### src/rtl/fib_bcd_converter.sv
// fib_bcd_converter: sequential double-dabble binary-to-BCD converter with
// valid/ready handshakes on both sides and a significant-digit count.
module fib_bcd_converter #(
    parameter int WIDTH  = 17,
    parameter int DIGITS = 6
) (
    input  logic                  clk,
    input  logic                  reset,
    input  logic [WIDTH-1:0]      in_data,
    input  logic                  in_valid,
    output logic                  in_ready,
    output logic [DIGITS*4-1:0]   out_bcd,
    output logic [2:0]            out_ndigits,
    output logic                  out_valid,
    input  logic                  out_ready
);
    localparam int CW = $clog2(WIDTH + 1);

    typedef enum logic [1:0] {IDLE, SHIFT, DONE} state_t;

    state_t              state;
    logic [DIGITS*4-1:0] acc, adj, acc_nxt;
    logic [WIDTH-1:0]    bin;
    logic [CW-1:0]       cnt;
    logic [2:0]          nd;

    // Next accumulator and its digit count, so the final shift lands directly in the outputs
    always_comb begin
        adj = acc;
        for (int d = 0; d < DIGITS; d++)
            adj[4*d +: 4] = acc[4*d +: 4] >= 4'd5 ? acc[4*d +: 4] + 4'd3 : acc[4*d +: 4];
        acc_nxt = {adj[DIGITS*4-2:0], bin[WIDTH-1]};
        nd = 3'd1;
        for (int d = 0; d < DIGITS; d++)
            if (acc_nxt[4*d +: 4] != 4'd0) nd = 3'(d + 1);
    end

    always_ff @(posedge clk) begin
        if (reset) begin
            state       <= IDLE;
            acc         <= '0;
            bin         <= '0;
            cnt         <= '0;
            out_bcd     <= '0;
            out_ndigits <= 3'd1;
            out_valid   <= 1'b0;
            in_ready    <= 1'b1;
        end else begin
            case (state)
                IDLE: if (in_valid) begin
                    bin      <= in_data;
                    acc      <= '0;
                    cnt      <= CW'(WIDTH);
                    state    <= SHIFT;
                    in_ready <= 1'b0;
                end
                SHIFT: begin
                    acc <= acc_nxt;
                    bin <= {bin[WIDTH-2:0], 1'b0};
                    cnt <= cnt - CW'(1);
                    if (cnt == CW'(1)) begin
                        state       <= DONE;
                        out_bcd     <= acc_nxt;
                        out_ndigits <= nd;
                        out_valid   <= 1'b1;
                    end
                end
                DONE: if (out_ready) begin
                    state     <= IDLE;
                    out_valid <= 1'b0;
                    in_ready  <= 1'b1;
                end
                default: state <= IDLE;
            endcase
        end
    end
endmodule

### config.mk
export PLATFORM = sky130hd
export DESIGN_NAME = fib_bcd_converter
export DESIGN_NICKNAME = d
export VERILOG_FILES = /design/src/rtl/fib_bcd_converter.sv
export SDC_FILE = /design/constraint.sdc
export NUM_CORES = 1
export LEC_CHECK = 0
export ABC_CLOCK_PERIOD_IN_PS = 5500
export CORE_ASPECT_RATIO = 1.2
export CORE_UTILIZATION = 30
export CTS_CLUSTER_SIZE = 16
export DETAILED_ROUTE_END_ITERATION = 6
export HOLD_SLACK_MARGIN = 0.1
export MAX_ROUTING_LAYER = met4
export PLACE_DENSITY = 0.48
export REMOVE_ABC_BUFFERS = 1
export SLEW_MARGIN = 20
export SYNTH_ARGS = -nofsm -noshare
export SYNTH_HDL_FRONTEND = slang
export SYNTH_SLANG_ARGS = --single-unit
export TNS_END_PERCENT = 5
### constraint.sdc
create_clock -name clk -period 5.5 [get_ports clk]
set_clock_uncertainty 0.2 [all_clocks]
set_input_delay 0.825 -clock clk [delete_from_list [all_inputs] [get_ports clk]]
set_output_delay 0.825 -clock clk [all_outputs]
set_load 0.05 [all_outputs]
After elaboration in Yosys (flattened, before gate mapping) --
Index checks and enable logic that the tools add are counted.
Word-level totals: input bits 21, word-level logic and storage cells 68, flip-flop bits (word level) 77, output and inout port bits 29
Operators by class: eq/ne operators 6, add/sub/neg operators 7, mux-type cells 27, reductions and logical operators 14, magnitude comparators 6
Operators with widths (number):
- $pmux W24 S2 | 1
- $pmux W17 S2 | 1
- $ge A4 B3 Y1 const B | 6
- $mux W24 | 1
- $add A4 B2 Y4 const B | 5
- $mux W4 | 5
- $reduce_bool A4 Y1 | 5
- $mux W17 | 1
- $mux W3 | 5
- $pmux W5 S2 | 1
- $reduce_and A3 Y1 | 3
- $mux W2 | 4
- $ne A2 B2 Y1 const B | 3
- $pmux W2 S3 | 1
- $reduce_bool A2 Y1 | 3
- $eq A5 B1 Y1 const B | 1
- $mux W5 | 1
- $sub A5 B1 Y5 const B | 1
- $mux W1 | 4
- $pmux W1 S2 | 2
- $reduce_and A2 Y1 | 2
- $add A3 B2 Y3 const B | 1
- $eq A2 B1 Y1 const B | 1
- $eq A2 B2 Y1 const B | 1
- $logic_not A2 Y1 | 1

Longest topological paths before layout --
Gate-level depths: netlist of run 1.
word-level depth 8, depth in mapped cells 8, depth with buffers taken out 8

Least setup slack after synthesis of run 1 --
No wires, ideal clock.
path type reg-to-reg, from register cnt[0], to register out_ndigits[2], setup time 131 ps, arrival 1768 ps, stages on the path, launching flop included 8, period minus slack after synthesis 2099 ps, required time 5169 ps, slack 3401 ps, cells stage by stage dfxtp_1 -> ha_1 -> or4b_4 -> nor2_8 -> nand2_2 -> nor4_4 -> nand3_1 -> nor3b_1
On the way: longest elaborated chain between the ends 2
Ends and longest elaborated chain:
- from (decl) | line 24 | logic [CW-1:0] cnt;
- from (signal assigned) | line 53 | cnt <= CW'(WIDTH);
- from (signal assigned) | line 60 | cnt <= cnt - CW'(1);
- $eq A5 B1 Y1 | line 61 | if (cnt == CW'(1)) begin
- $reduce_and A2 Y1 (no line)
- to (signal assigned) | line 64 | out_ndigits <= nd;
- to (decl) | line 13 | output logic [2:0] out_ndigits,
No other way between the ends. A chain may end at the register's enable or synchronous reset.

Worst setup path after layout of run 1 --
from register state[0], to register out_ndigits[0]
On the way: longest elaborated chain between the ends 2
Ends and longest elaborated chain:
- from (decl) | line 21 | state_t state;
- from (signal assigned) | line 40 | state <= IDLE;
- from (signal assigned) | line 54 | state <= SHIFT;
- from (signal assigned) | line 62 | state <= DONE;
- $eq A2 B1 Y1 | line 49 | case (state)
- $reduce_and A2 Y1 (no line)
No other way between the ends.

==> impl_metrics.py, run 1 <==
metrics = {
    "synthesis": {
        "ys_types": 33,
        "syn_area_per_cell_um2": 7.56,
        "ys_warn_count": 0,
        "yosysMostFrequentCell": "dfxtp_1",
        "synthCells": 501,
        "ys_ff_latch": 77,
        "ys_top_cells_by_count": "dfxtp_1 (77), a21oi_1 (75), nor2_1 (68)",
        "synth_flop_cell": "dfxtp_1",
        "synth_top_cell_area_share": 0.407,
        "seq_area_frac_synth": 0.407,
        "synth-edff-count": 0,
        "netlist_top_cells_area": "dfxtp_1 (41%), a21oi_1 (9.9%), nor2_1 (6.7%)",
        "netlist_area_um2": 3790,
        "synth_top_area_cell": "dfxtp_1",
        "synth-async-reset-ratio": 0,
    },
    "cells_and_area": {
        "multi_input_area_um2": 2000,
        "regArea_um2": 1540,
        "drive_gt1_frac": 0.0537,
        "syn2layout_area_growth_pct": 25.3,
        "diodes": 0,
        "n_fill_cell": 1300,
        "final_nets": 570,
    },
    "critical_path": {
        "crit_slowest_cell": "nand2_1",
        "slowest_delay_ns": 0.49,
        "arrival_ns": 2.67,
        "crit_fanout": 22,
        "cp_common_cell": "nand2_1",
        "cp-end-kind": "flop",
        "worst-setup-path-type": "reg2reg",
        "crit_chain": "inv_1 -> nor2_2 -> buf_4 -> nand2_1 -> a221oi_1 -> nand2_1",
        "worstPathRequired_ns": 5.52,
        "critPathLaunchType": "flop",
    },
    "timing": {
        "maxSlewHeadroom": 0.498,
        "finalSetupViolations": 0,
        "rsz0062_at_grt": "false",
        "drv_slew": 0,
        "worstMarginPinSlew_ns": 0.752,
        "final-hold-violation-count": 0,
        "fin_crit_sh": 0.482,
        "setup_tns_ns": 0,
        "fin_hold_ws_ns": 0.254,
        "min_period_ns": 2.65,
        "max_freq_ghz": 0.378,
    },
    "detailed_routing": {
        "avgRoutedWirePerCell_um": 13.0,
        "drtIter0Drc": 121,
        "via_per_inst": 4.86,
        "drt_wl_total_um": 9120,
        "first_pass_iters": 5,
        "via_count": 3407,
        "drc": 0,
        "final_antenna_net_count": 0,
    },
    "floorplanning": {
        "dieArea_um2": 13100,
        "num_io_pins": 50,
        "core_um2": 12200,
        "dieHeight_um": 125,
        "die_x_um": 105,
        "rows": 44,
        "initial_core_util": 0.310,
    },
    "global_routing": {
        "grt_pass1_vias": 3257,
        "grt_pass1_wl_um": 15400,
        "antenna_found_initial": 0,
        "grtUsageTotal": 0.150,
        "grt_max_degree": 49,
        "grt_remaining_overflow": 0,
    },
    "run": {
        "maxCapViolations": 0,
    },
    "power_and_ir_drop": {
        "intPower_w": 0.00111,
        "switching_share": 0.248,
        "p_per_area_nw_per_um2": 310,
        "p_seq_frac": 0.413,
        "p_leak_nw": 1.77,
        "clkPwrFrac": 0.464,
        "switchingPower_w": 0.000365,
        "ir_drop_mv": 0.165,
        "p_comb_frac": 0.123,
    },
    "clock_network": {
        "ctsHoldBuffers": 0,
        "cts_tree": "built",
        "cts_resized": 0,
        "cts_setup_buffers": 0,
        "clock_sinks": 77,
        "numCtsBuffers": 9,
        "worstSkewPairLatency_ns": 0.33,
        "clock_path_buffers": 2,
        "clockRootBuffer": "clkbuf_16",
        "path_clk_slew_ns": 0.06,
        "cts_htree_levels": 3,
    },
    "place": {
        "place.gp.congestion": 0.820,
        "hpwl_um": 5900,
        "io_buffer_count": 49,
    },
    "hold_path": {
        "hold_class": "reg2reg",
    },
    "outcome": {
        "outcome": "finished, final reports clean",
    },
}
==> registers in the layout (all words and copies together), names as in the netlist <==
| register | flops |
|---|---|
| state | 2 |
| bin | 17 |
| cnt | 5 |
| out_valid | 1 |
| out_bcd | 24 |
| in_ready | 1 |
| out_ndigits | 3 |
| acc | 24 |
==> cells in the final DEF, fill, tap and decap left out, types with 2 or more instances in the layout <==
master,synthesis,routed
o21ai_1,3,3
clkbuf_16,0,9
a211oi_1,10,10
and3_1,2,2
inv_1,34,34
buf_4,0,6
clkbuf_1,30,2
nor3_1,8,8
a221oi_1,2,2
xnor2_1,6,6
nand3_1,9,9
dfxtp_1,77,77
nand2b_1,10,10
a22oi_1,17,17
mux2i_1,9,9
nand2_1,56,56
ha_1,14,14
clkdlybuf4s50_1,0,48
nor2_1,68,67
nor2b_1,2,2
a21oi_1,75,75
o211ai_1,2,2
bufinv_16,0,3
nor3b_1,9,9
o21ai_0,44,44
==> power by group through the flow <==
stage	Sequential [W]	Combinational [W]	Clock, W
after floorplan	0.000640	0.0000853	0
after global placement	0.000619	0.000181	0
after detailed placement	0.000620	0.000183	0
after CTS	0.000607	0.000184	0.000703
after global routing	0.000612	0.000202	0.000723
final	0.000607	0.000182	0.000683
==> metrics by stage <==
step / setup WS [ns] / power [W] / std cells / cell area (um2) / util
2_1_floorplan: 2.83 / 0.000726 / 469 / 3670 / -
3_3_place_gp: 2.86 / 0.000800 / 685 / 4410 / 0.360
3_5_place_dp: 2.80 / 0.000803 / 685 / 4410 / 0.360
4_1_cts: 2.79 / 0.00149 / 701 / 4750 / 0.388
5_1_grt: 2.60 / 0.00154 / 701 / 4750 / 0.388
6_report: 2.85 / 0.00147 / 701 / 4750 / 0.388
==> area by class of cell <==
class | instances | area share
clock buffer | 12 | 0.0519
clock inverter | 4 | 0.0200
inverter | 34 | 0.0269
multi-input combinational | 358 | 0.422
sequential | 77 | 0.325
tap | 161 | 0.0424
timing repair buffer | 55 | 0.112
==> path summary, 6_finish.rpt <==
kind              cells past startpoint  slack [ns]        start              to
hold reg to reg                       2        0.25  out_bcd[10]     out_bcd[10]
setup / recovery                      6        2.85     state[0]  out_ndigits[0]
setup reg to reg                      6        2.85     state[0]  out_ndigits[0]
hold / removal                        2        0.25  out_bcd[10]     out_bcd[10]
==> logic make-up after synthesis <==
group	count (synthesis)	synth area share
compound gates	157	0.231
xor+xnor	6	0.0139
fa+ha+maj	14	0.0462
buf+inv	66	0.0660
flops	77	0.407
mux	9	0.0238
simple gates	172	0.212
==> routing by layer <==
layer  routed length (um)  track usage  up-vias
met1                 4280        0.172     1547
met2                 4280        0.248       64
met4                  222       0.0704        0
met3                  325       0.0323       18
li1                     -            -     1778
met5                    0            -        -
==> worst max-delay path: cells and delay by family (launching register included) <==
| kind | cells | cell delay [ns] |
|---|---|---|
| buffers and inverters | 2 | 0.67 |
| AOI/OAI and AO/OA | 1 | 0.43 |
| and+or+nand+nor | 3 | 0.77 |
| DFF | 1 | 0.45 |
No activity file was read; power rests on OpenSTA's default activity.
==> run 2: changes to the inputs <==
--- a/config.mk
+++ b/config.mk
@@ -5,14 +5,14 @@
 export SDC_FILE = /design/constraint.sdc
 export NUM_CORES = 1
 export LEC_CHECK = 0
-export ABC_CLOCK_PERIOD_IN_PS = 5500
+export ABC_CLOCK_PERIOD_IN_PS = 2400
 export CORE_ASPECT_RATIO = 1.2
 export CORE_UTILIZATION = 30
 export CTS_CLUSTER_SIZE = 16
 export DETAILED_ROUTE_END_ITERATION = 6
 export HOLD_SLACK_MARGIN = 0.1
 export MAX_ROUTING_LAYER = met4
-export PLACE_DENSITY = 0.48
+export PLACE_DENSITY = 0.49
 export REMOVE_ABC_BUFFERS = 1
 export SLEW_MARGIN = 20
 export SYNTH_ARGS = -nofsm -noshare
==> constraint.sdc (replaced) <==
create_clock -name clk -period 2.4 [get_ports clk]
set_clock_uncertainty 0.2 [all_clocks]
set_input_delay 0.36 -clock clk [delete_from_list [all_inputs] [get_ports clk]]
set_output_delay 0.36 -clock clk [all_outputs]
set_load 0.05 [all_outputs]
==> run 2 against run 1 <==
Count of clock-buffer cells in the layout unchanged. Combinational power increased by 140%. Routed wire length increased by 2.8%. Sequential power increased by 130%. Sequential cell count unchanged. Sequential share of layout area decreased by 0.22 points. Critical path type unchanged. Largest cell class unchanged.
==> impl_metrics.py, run 2 (synthesis gave the netlist of run 1 again) <==
metrics = {
    "cells_and_area": {
        "final_cell_mix": "dfxtp_1 (77), a21oi_1 (75), nor2_1 (68), nand2_1 (56), clkdlybuf4s50_1 (48)",
        "diodes": 0,
        "instances_no_fill": 712,
        "reg_top3": "acc x24, out_bcd x24, bin x17",
        "final_nets": 583,
        "stdcell_area_um2": 4780,
        "syn2layout_area_growth_pct": 26.1,
        "post-route-util": 0.391,
        "drive_gt1_frac": 0.0726,
        "final_common_cell": "dfxtp_1",
    },
    "critical_path": {
        "reg2reg_to": "out_ndigits[1]",
        "worstPathRequired_ns": 2.45,
        "crit_chain": "inv_1 -> ha_1 -> nand2b_1 -> a21oi_2 -> mux2i_1 -> nor4b_2 -> o211ai_1 -> a211oi_1",
        "crit_fanout": 3,
        "worst-setup-path-type": "reg2reg",
        "arrival_ns": 2.31,
        "slowest_delay_ns": 0.45,
        "critPathBufInv": 1,
        "crit_slowest_cell": "nor4b_2",
        "cp-end-kind": "flop",
        "r2r_slack_ns": 0.14,
        "path_delay_family": "simple AND/OR/NAND/NOR gates",
        "crit_start": "acc[13]",
        "reg2reg_from": "acc[13]",
        "ff2ff_path_depth": 8,
        "critPathLaunchType": "flop",
    },
    "clock_network": {
        "ctsHoldBuffers": 0,
        "cts_tree": "built",
        "cts_htree_levels": 3,
        "cts_setup_buffers": 0,
        "numCtsBuffers": 9,
        "cts_resized": 0,
        "clockRootBuffer": "clkbuf_16",
        "clock_sinks": 77,
        "clock_path_buffers": 2,
        "path_clk_slew_ns": 0.06,
        "worstSkewPairLatency_ns": 0.34,
    },
    "global_routing": {
        "antenna_found_initial": 0,
        "grt_pass1_vias": 3284,
        "grt_pass1_wl_um": 15700,
        "grtUsageTotal": 0.154,
        "grt_remaining_overflow": 0,
        "grt_max_degree": 50,
    },
    "timing": {
        "drv_slew": 0,
        "worstMarginPinSlew_ns": 0.513,
        "fin_crit_sh": 0.942,
        "final-hold-violation-count": 0,
        "max_freq_ghz": 0.442,
        "rsz0062_at_grt": "false",
        "finalSetupViolations": 0,
        "setup_tns_ns": 0,
        "min_period_ns": 2.26,
        "maxSlewHeadroom": 0.657,
    },
    "floorplanning": {
        "initial_core_util": 0.310,
        "num_io_pins": 50,
        "core_um2": 12200,
        "dieHeight_um": 125,
        "rows": 44,
        "die_x_um": 105,
        "dieArea_um2": 13100,
    },
    "detailed_routing": {
        "drc": 0,
        "via_count": 3485,
        "final_antenna_net_count": 0,
        "first_pass_iters": 4,
        "via_per_inst": 4.89,
        "drt_wl_total_um": 9370,
        "drtIter0Drc": 169,
        "avgRoutedWirePerCell_um": 13.2,
    },
    "power_and_ir_drop": {
        "switchingPower_w": 0.000831,
        "p_comb_frac": 0.142,
        "switching_share": 0.270,
        "ir_drop_mv": 0.276,
        "p_seq_frac": 0.451,
        "intPower_w": 0.00225,
        "p_leak_nw": 1.80,
        "clkPwrFrac": 0.408,
        "p_per_area_nw_per_um2": 644,
    },
    "hold_path": {
        "min_from": "out_bcd[18]",
        "hold_end": "out_bcd[18]",
        "hold_class": "reg2reg",
        "hold_depth": 2,
    },
    "outcome": {
        "outcome": "finished, final reports clean",
    },
    "place": {
        "io_buffer_count": 49,
        "dp.cells": 698,
        "hpwl_um": 6110,
        "place_area_um2": 4510,
        "place.gp.congestion": 0.772,
    },
    "run": {
        "maxCapViolations": 0,
    },
}
==> run 2: cell types whose count changed in the layout (fill, tap and decap cells not counted) <==
cell       change
clkinv_2       +1
clkbuf_1       -1
clkbuf_8       +1
buf_12         +1
bufinv_16      -3
nor2_1         +1
nor2_2         -1
buf_4         +12
==> run 2: power by group through the flow <==
stage	sequential, W	clock (W)	combinational [W]
after floorplan	0.00147	0	0.000195
after global placement	0.00141	0	0.000436
after detailed placement	0.00141	0	0.000439
after CTS	0.00139	0.00130	0.000441
after global routing	0.00140	0.00136	0.000487
final	0.00139	0.00125	0.000436
==> run 2: stage by stage <==
step	hold slack [ns]	setup WS, ns	total power [W]
3_5_place_dp	0.246	0.142	0.00185
3_3_place_gp	0.246	0.233	0.00185
5_1_grt	0.275	0.00721	0.00324
4_1_cts	0.254	0.130	0.00312
6_report	0.251	0.139	0.00308
2_1_floorplan	0.229	-0.270	0.00166
==> run 2: routing by layer <==
layer | track usage | vias to the layer above | part of all wire
met3 | 0.0224 | 4 | 0.027
met4 | 0.0795 | 0 | 0.0044
li1 | - | 1803 | -
met2 | 0.250 | 66 | 0.49
met1 | 0.184 | 1612 | 0.48
met5 | - | - | 0
==> run 2: layout make-up <==
cell class | instances | area (um2)
fillers | 1306 | 7440
multi-input cells | 358 | 2000
flip-flops and latches | 77 | 1540
repair buffers | 68 | 641
clock buffers | 12 | 256
well taps | 161 | 201
inverters | 34 | 128
clock inverters | 2 | 10.0
==> run 2: worst max-delay path by stage <==
stage / end / slack (ns) / cells past startpoint
after floorplan: out_ndigits[2] / -0.27 / 6
after global placement: out_ndigits[1] / 0.23 / 8
after detailed placement: out_ndigits[1] / 0.14 / 8
after CTS: out_ndigits[1] / 0.13 / 8
after global routing: out_ndigits[1] / 0.007 / 8
final: out_ndigits[1] / 0.14 / 8
==> run 2: worst reg2reg max path, stage by stage, from the launching register on <==
cell	delay, ns
dfxtp_1	0.35
inv_1	0.09
ha_1	0.18
nand2b_1	0.17
a21oi_2	0.21
mux2i_1	0.15
nor4b_2	0.45
o211ai_1	0.15
a211oi_1	0.24
